`config.mk`:
```
export PLATFORM = sky130hd
export DESIGN_NAME = serial_adder
export DESIGN_NICKNAME = d
export VERILOG_FILES = /design/src/rtl/serial_adder_pkg.sv /design/src/rtl/HalfAdder.sv /design/src/rtl/serial_fa_cell.sv /design/src/rtl/serial_adder.sv
export SDC_FILE = /design/constraint.sdc
export NUM_CORES = 1
export LEC_CHECK = 0
export ABC_AREA = 1
export CORE_ASPECT_RATIO = 0.7
export CORE_MARGIN = 2
export CORE_UTILIZATION = 40
export DETAILED_ROUTE_END_ITERATION = 12
export GPL_ROUTABILITY_DRIVEN = 0
export PLACE_DENSITY = 0.65
export SYNTH_ARGS = -nofsm -noshare
export SYNTH_HDL_FRONTEND = slang
export SYNTH_HIERARCHICAL = 1
export SYNTH_SLANG_ARGS = --single-unit
```
`constraint.sdc`:
```
create_clock -name clk -period 1.4 [get_ports clk]
set_input_delay 0.14 -clock clk [delete_from_list [all_inputs] [get_ports clk]]
set_output_delay 0.14 -clock clk [all_outputs]
set_load 0.01 [all_outputs]
```
`src/rtl/serial_adder_pkg.sv`:
```
// Shared types and defaults for the bit-serial adder.
package serial_adder_pkg;

   typedef enum logic [1:0] {
      SA_IDLE,
      SA_SHIFT,
      SA_DONE
   } sa_state_e;

   localparam int SA_DEFAULT_WIDTH = 8;

endpackage

```
`src/rtl/HalfAdder.sv`:
```
// Single-bit half adder: s = a ^ b, c = a & b.
module HalfAdder (
   input  logic a,
   input  logic b,
   output logic s,
   output logic c
);

   assign s = a ^ b;
   assign c = a & b;

endmodule

```
`src/rtl/serial_fa_cell.sv`:
```
// Combinational full-adder cell built from two HalfAdder instances.
module serial_fa_cell
   import serial_adder_pkg::*;
(
   input  logic a,
   input  logic b,
   input  logic ci,
   output logic s,
   output logic co
);

   logic w_s1;
   logic w_c1;
   logic w_c2;

   HalfAdder u_ha0 (
      .a (a),
      .b (b),
      .s (w_s1),
      .c (w_c1)
   );

   HalfAdder u_ha1 (
      .a (w_s1),
      .b (ci),
      .s (s),
      .c (w_c2)
   );

   assign co = w_c1 | w_c2;

endmodule

```
`src/rtl/serial_adder.sv`:
```
// Bit-serial adder, LSB first, one bit per clock; {cout,sum} = a + b + cin.
// Optional two's-complement overflow output enabled by SERIAL_ADDER_OVF_EN.
module serial_adder
   import serial_adder_pkg::*;
#(
   parameter int WIDTH = SA_DEFAULT_WIDTH
) (
   input  logic             clk,
   input  logic             rst,
   input  logic             start,
   input  logic [WIDTH-1:0] a,
   input  logic [WIDTH-1:0] b,
   input  logic             cin,
   output logic             busy,
   output logic             done,
   output logic [WIDTH-1:0] sum,
   output logic             cout
`ifdef SERIAL_ADDER_OVF_EN
   ,
   output logic             ovf
`endif
);

   localparam int CNT_W = $clog2(WIDTH);
   localparam logic [CNT_W-1:0] CNT_LAST = CNT_W'(WIDTH - 1);

   sa_state_e        r_state;
   logic [WIDTH-1:0] r_a_sr;
   logic [WIDTH-1:0] r_b_sr;
   logic [WIDTH-2:0] r_s_sr;
   logic             r_carry;
   logic [CNT_W-1:0] r_cnt;
   logic             r_busy;
   logic             r_done;
   logic [WIDTH-1:0] r_sum;
   logic             r_cout;
`ifdef SERIAL_ADDER_OVF_EN
   logic             r_ovf;
`endif

   logic             w_s;
   logic             w_co;
   logic [WIDTH-1:0] w_s_nxt;

   serial_fa_cell u_cell (
      .a  (r_a_sr[0]),
      .b  (r_b_sr[0]),
      .ci (r_carry),
      .s  (w_s),
      .co (w_co)
   );

   // Only WIDTH-1 partial bits are stored; the final bit joins them directly into sum.
   assign w_s_nxt = {w_s, r_s_sr};

   always_ff @(posedge clk or posedge rst) begin
      if (rst) begin
         r_state <= SA_IDLE;
         r_a_sr  <= '0;
         r_b_sr  <= '0;
         r_s_sr  <= '0;
         r_carry <= 1'b0;
         r_cnt   <= '0;
         r_busy  <= 1'b0;
         r_done  <= 1'b0;
         r_sum   <= '0;
         r_cout  <= 1'b0;
`ifdef SERIAL_ADDER_OVF_EN
         r_ovf   <= 1'b0;
`endif
      end else begin
         r_done <= 1'b0;
         case (r_state)
            SA_IDLE, SA_DONE: begin
               if (start) begin
                  r_a_sr  <= a;
                  r_b_sr  <= b;
                  r_carry <= cin;
                  r_cnt   <= '0;
                  r_busy  <= 1'b1;
                  r_state <= SA_SHIFT;
               end else begin
                  r_state <= SA_IDLE;
               end
            end
            SA_SHIFT: begin
               r_s_sr  <= w_s_nxt[WIDTH-1:1];
               r_carry <= w_co;
               r_a_sr  <= {1'b0, r_a_sr[WIDTH-1:1]};
               r_b_sr  <= {1'b0, r_b_sr[WIDTH-1:1]};
               if (r_cnt == CNT_LAST) begin
                  r_sum   <= w_s_nxt;
                  r_cout  <= w_co;
`ifdef SERIAL_ADDER_OVF_EN
                  r_ovf   <= r_carry ^ w_co;
`endif
                  r_cnt   <= '0;
                  r_busy  <= 1'b0;
                  r_done  <= 1'b1;
                  r_state <= SA_DONE;
               end else begin
                  r_cnt <= r_cnt + 1'b1;
               end
            end
            default: r_state <= SA_IDLE;
         endcase
      end
   end

   assign busy = r_busy;
   assign done = r_done;
   assign sum  = r_sum;
   assign cout = r_cout;
`ifdef SERIAL_ADDER_OVF_EN
   assign ovf  = r_ovf;
`endif

endmodule

```
==> flow_metrics.tcl <==
set metrics [dict create \
    status "finished clean" \
    syn_area_um2 1877 \
    nets 288 \
    die_w_um 85.87 \
    cts_resized 0 \
    period_share_pct 95.68 \
    dp_hpwl_mm 2.627 \
    postRouteAntennaNets 0 \
    ir_drop_v 0.0008436 \
    groute.usage.overall_pct 15.30 \
    rsz0062_at_grt "false" \
    worstPathArrival_ns 1.20 \
    crit_path_start_kind "register" \
    drv_cap 0 \
    row_count 20 \
    seqPwrFrac_pct 41.2 \
    finalNonFillerCells 320 \
    critPathKind "register to output pin" \
    rr_worst_depth 8 \
    drt_first_pass_iters 6 \
    cts_max_path_buffers 2 \
    final_cell_mix "87 x nand2_1, 50 x nand3_1, 40 x dfrtp_1, 30 x clkdlybuf4s50_1, 23 x inv_1" \
    route.detailed.drc 0 \
    synth_nets 252 \
    clock_skew_ns 0.008112 \
    clockPowerShare_pct 16.4 \
    clk_pin_slew_ns 0.08 \
    syn_inst 228 \
    hold_viol 0 \
    worst_slack_ns 0.06048 \
    hold_path_class "input pin to async pin" \
    clock_latency_ns 0.29 \
    power_density_nw_per_um2 2023 \
    critPathMaxFanout 2 \
    synth-seq-cells 40 \
    min_period_ns 1.340 \
    yosysWarnings 6 \
    grt_pass1_wl_mm 6.237 \
    numCtsBuffers 5 \
    p_int_mw 2.947 \
    setup_viol 0 \
    p_leak_nw 1.262 \
    fmaxAchievable_ghz 0.7465 \
    avgSynthCellArea_um2 8.232 \
    num_vias 1493 \
    path_cells "clkdlybuf4s50_1" \
    placed_area_um2 2257 \
    drv_slew 0 \
    core_area_um2 4429 \
    overflow 0 \
    cp_top_family "buffers and inverters" \
    pre_cts_slack_ns 0.09862 \
    portBuffers 30 \
    fp.dieArea_um2 5265 \
    ys_types 15 \
    cts_tree "yes" \
    synth_seq_area_share_pct 53.33 \
    insertedDiodeCount 0 \
    cp.required_ns 1.26 \
    dr.first_iter.drc_count 81 \
    final-seq-area_um2 1001 \
    ctsHoldBuffers 0 \
    start_util_pct 42.37 \
    grt_pass1_vias 1384 \
    antenna_found_initial 0 \
    io_pins 31 \
    cp-end-kind "output pin" \
    area_growth_pct 25.20 \
    combPwrFrac_pct 42.4 \
    drive_gt1_share_pct 9.811 \
    die_h_um 61.31 \
    slowest_stage "clkdlybuf4s50_1" \
    root_buffer "clkbuf_8" \
    totalWireLength_mm 3.722 \
    wire_per_inst_um 11.63 \
    cpPeakStageDelay_ns 0.54 \
    cts_sinks 40 \
    ff2ff_setup_slack_ns 0.09 \
    cts_setup_buffers 0 \
    finalInstanceArea_um2 2350 \
    r2r-start "r_a_sr[0]" \
    viasPerCell 4.666 \
    fin_setup_tns_ns 0 \
    fillers 432 \
    h-tree-depth 2 \
    swShare_pct 38.02 \
    grt_max_degree 41 \
    power.switching_mw 1.808 \
    multi_input_area_um2 685.7 \
    dp.cells 312 \
    slew_headroom_pct 84.19 \
    critical_path_buf_inv_count 1 \
    reg2reg_to "r_carry" \
    final_common_cell "nand2_1" \
    worstMarginPinSlew_ns 0.2366 \
]
-- cell families (layout without fill, tap and decap cells) --
family	Yosys count	in the layout	share of synthesized area [%]
and+or+nand+nor	144	144	33.07
DFF	40	40	53.33
buffers and inverters	37	74	10.13
adders and majority gates	4	4	2.667
AOI/OAI and AO/OA	3	3	0.7998
-- Yosys cell counts (all sizes together) --
cell type	number	area share [%]
nand3	50	13
inv	25	5.0
ha	4	2.7
nor2	4	1.3
o21ai	3	0.80
nand2	90	18
dfrtp	40	53
buf	11	4.9
clkbuf	1	0.27
-- worst max-delay path by stage --
stage	from	to	slack, ns	cells past startpoint
final	sum[7]	sum[7]	0.06	1
after global routing	r_cnt[0]	sum[2]	0.02	6
after CTS	sum[7]	sum[7]	0.05	1
after detailed placement	r_a_sr[0]	r_carry	0.1	8
after global placement	r_a_sr[0]	r_carry	0.13	8
after floorplan	r_a_sr[0]	r_carry	0.18	8
-- power by group through the flow --
stage	logic [mW]	clock network [mW]	registers, mW
finish	2.02	0.779	1.96
floorplan	1.42	0	1.96
CTS	2.06	0.807	1.96
global placement	2.00	0	1.96
detailed placement	2.05	0	1.98
global route	2.31	0.853	2.02
-- layout make-up --
| type | instances | share of cell area, % |
|---|---|---|
| inverter | 25 | 3.994 |
| clock inverter | 2 | 0.4260 |
| tap | 55 | 2.929 |
| timing repair buffer | 41 | 17.36 |
| multi-input combinational | 151 | 29.18 |
| sequential | 40 | 42.60 |
| clock buffer | 6 | 3.514 |
-- flip-flops by register name, summed over array words and instances, names as in the netlist --
register and cells:
r_s_sr 7, r_carry 1, busy 1, cout 1
r_a_sr 8, r_b_sr 8, r_cnt 3, done 1
sum 8, r_state 2
-- metrics by stage --
step           util, %  hold WS (ns)  power [mW]
2_1_floorplan        -        0.2568       3.377
3_3_place_gp     50.96        0.4553       3.962
3_5_place_dp     50.96        0.4598       4.027
4_1_cts          53.05        0.2169       4.823
5_1_grt          53.05        0.2260       5.186
6_report         53.05        0.2080       4.754
-- metal layers --
layer,wire length [um],GRT usage [%],share of wire [%],vias up
li1,-,-,-,780
met1,1953,22.17,52,691
met2,1627,22.92,44,20
met3,115,3.619,3.1,2
met4,25,4.989,0.67,0
met5,0,0,0,-
(Power assumes the default switching activity.)
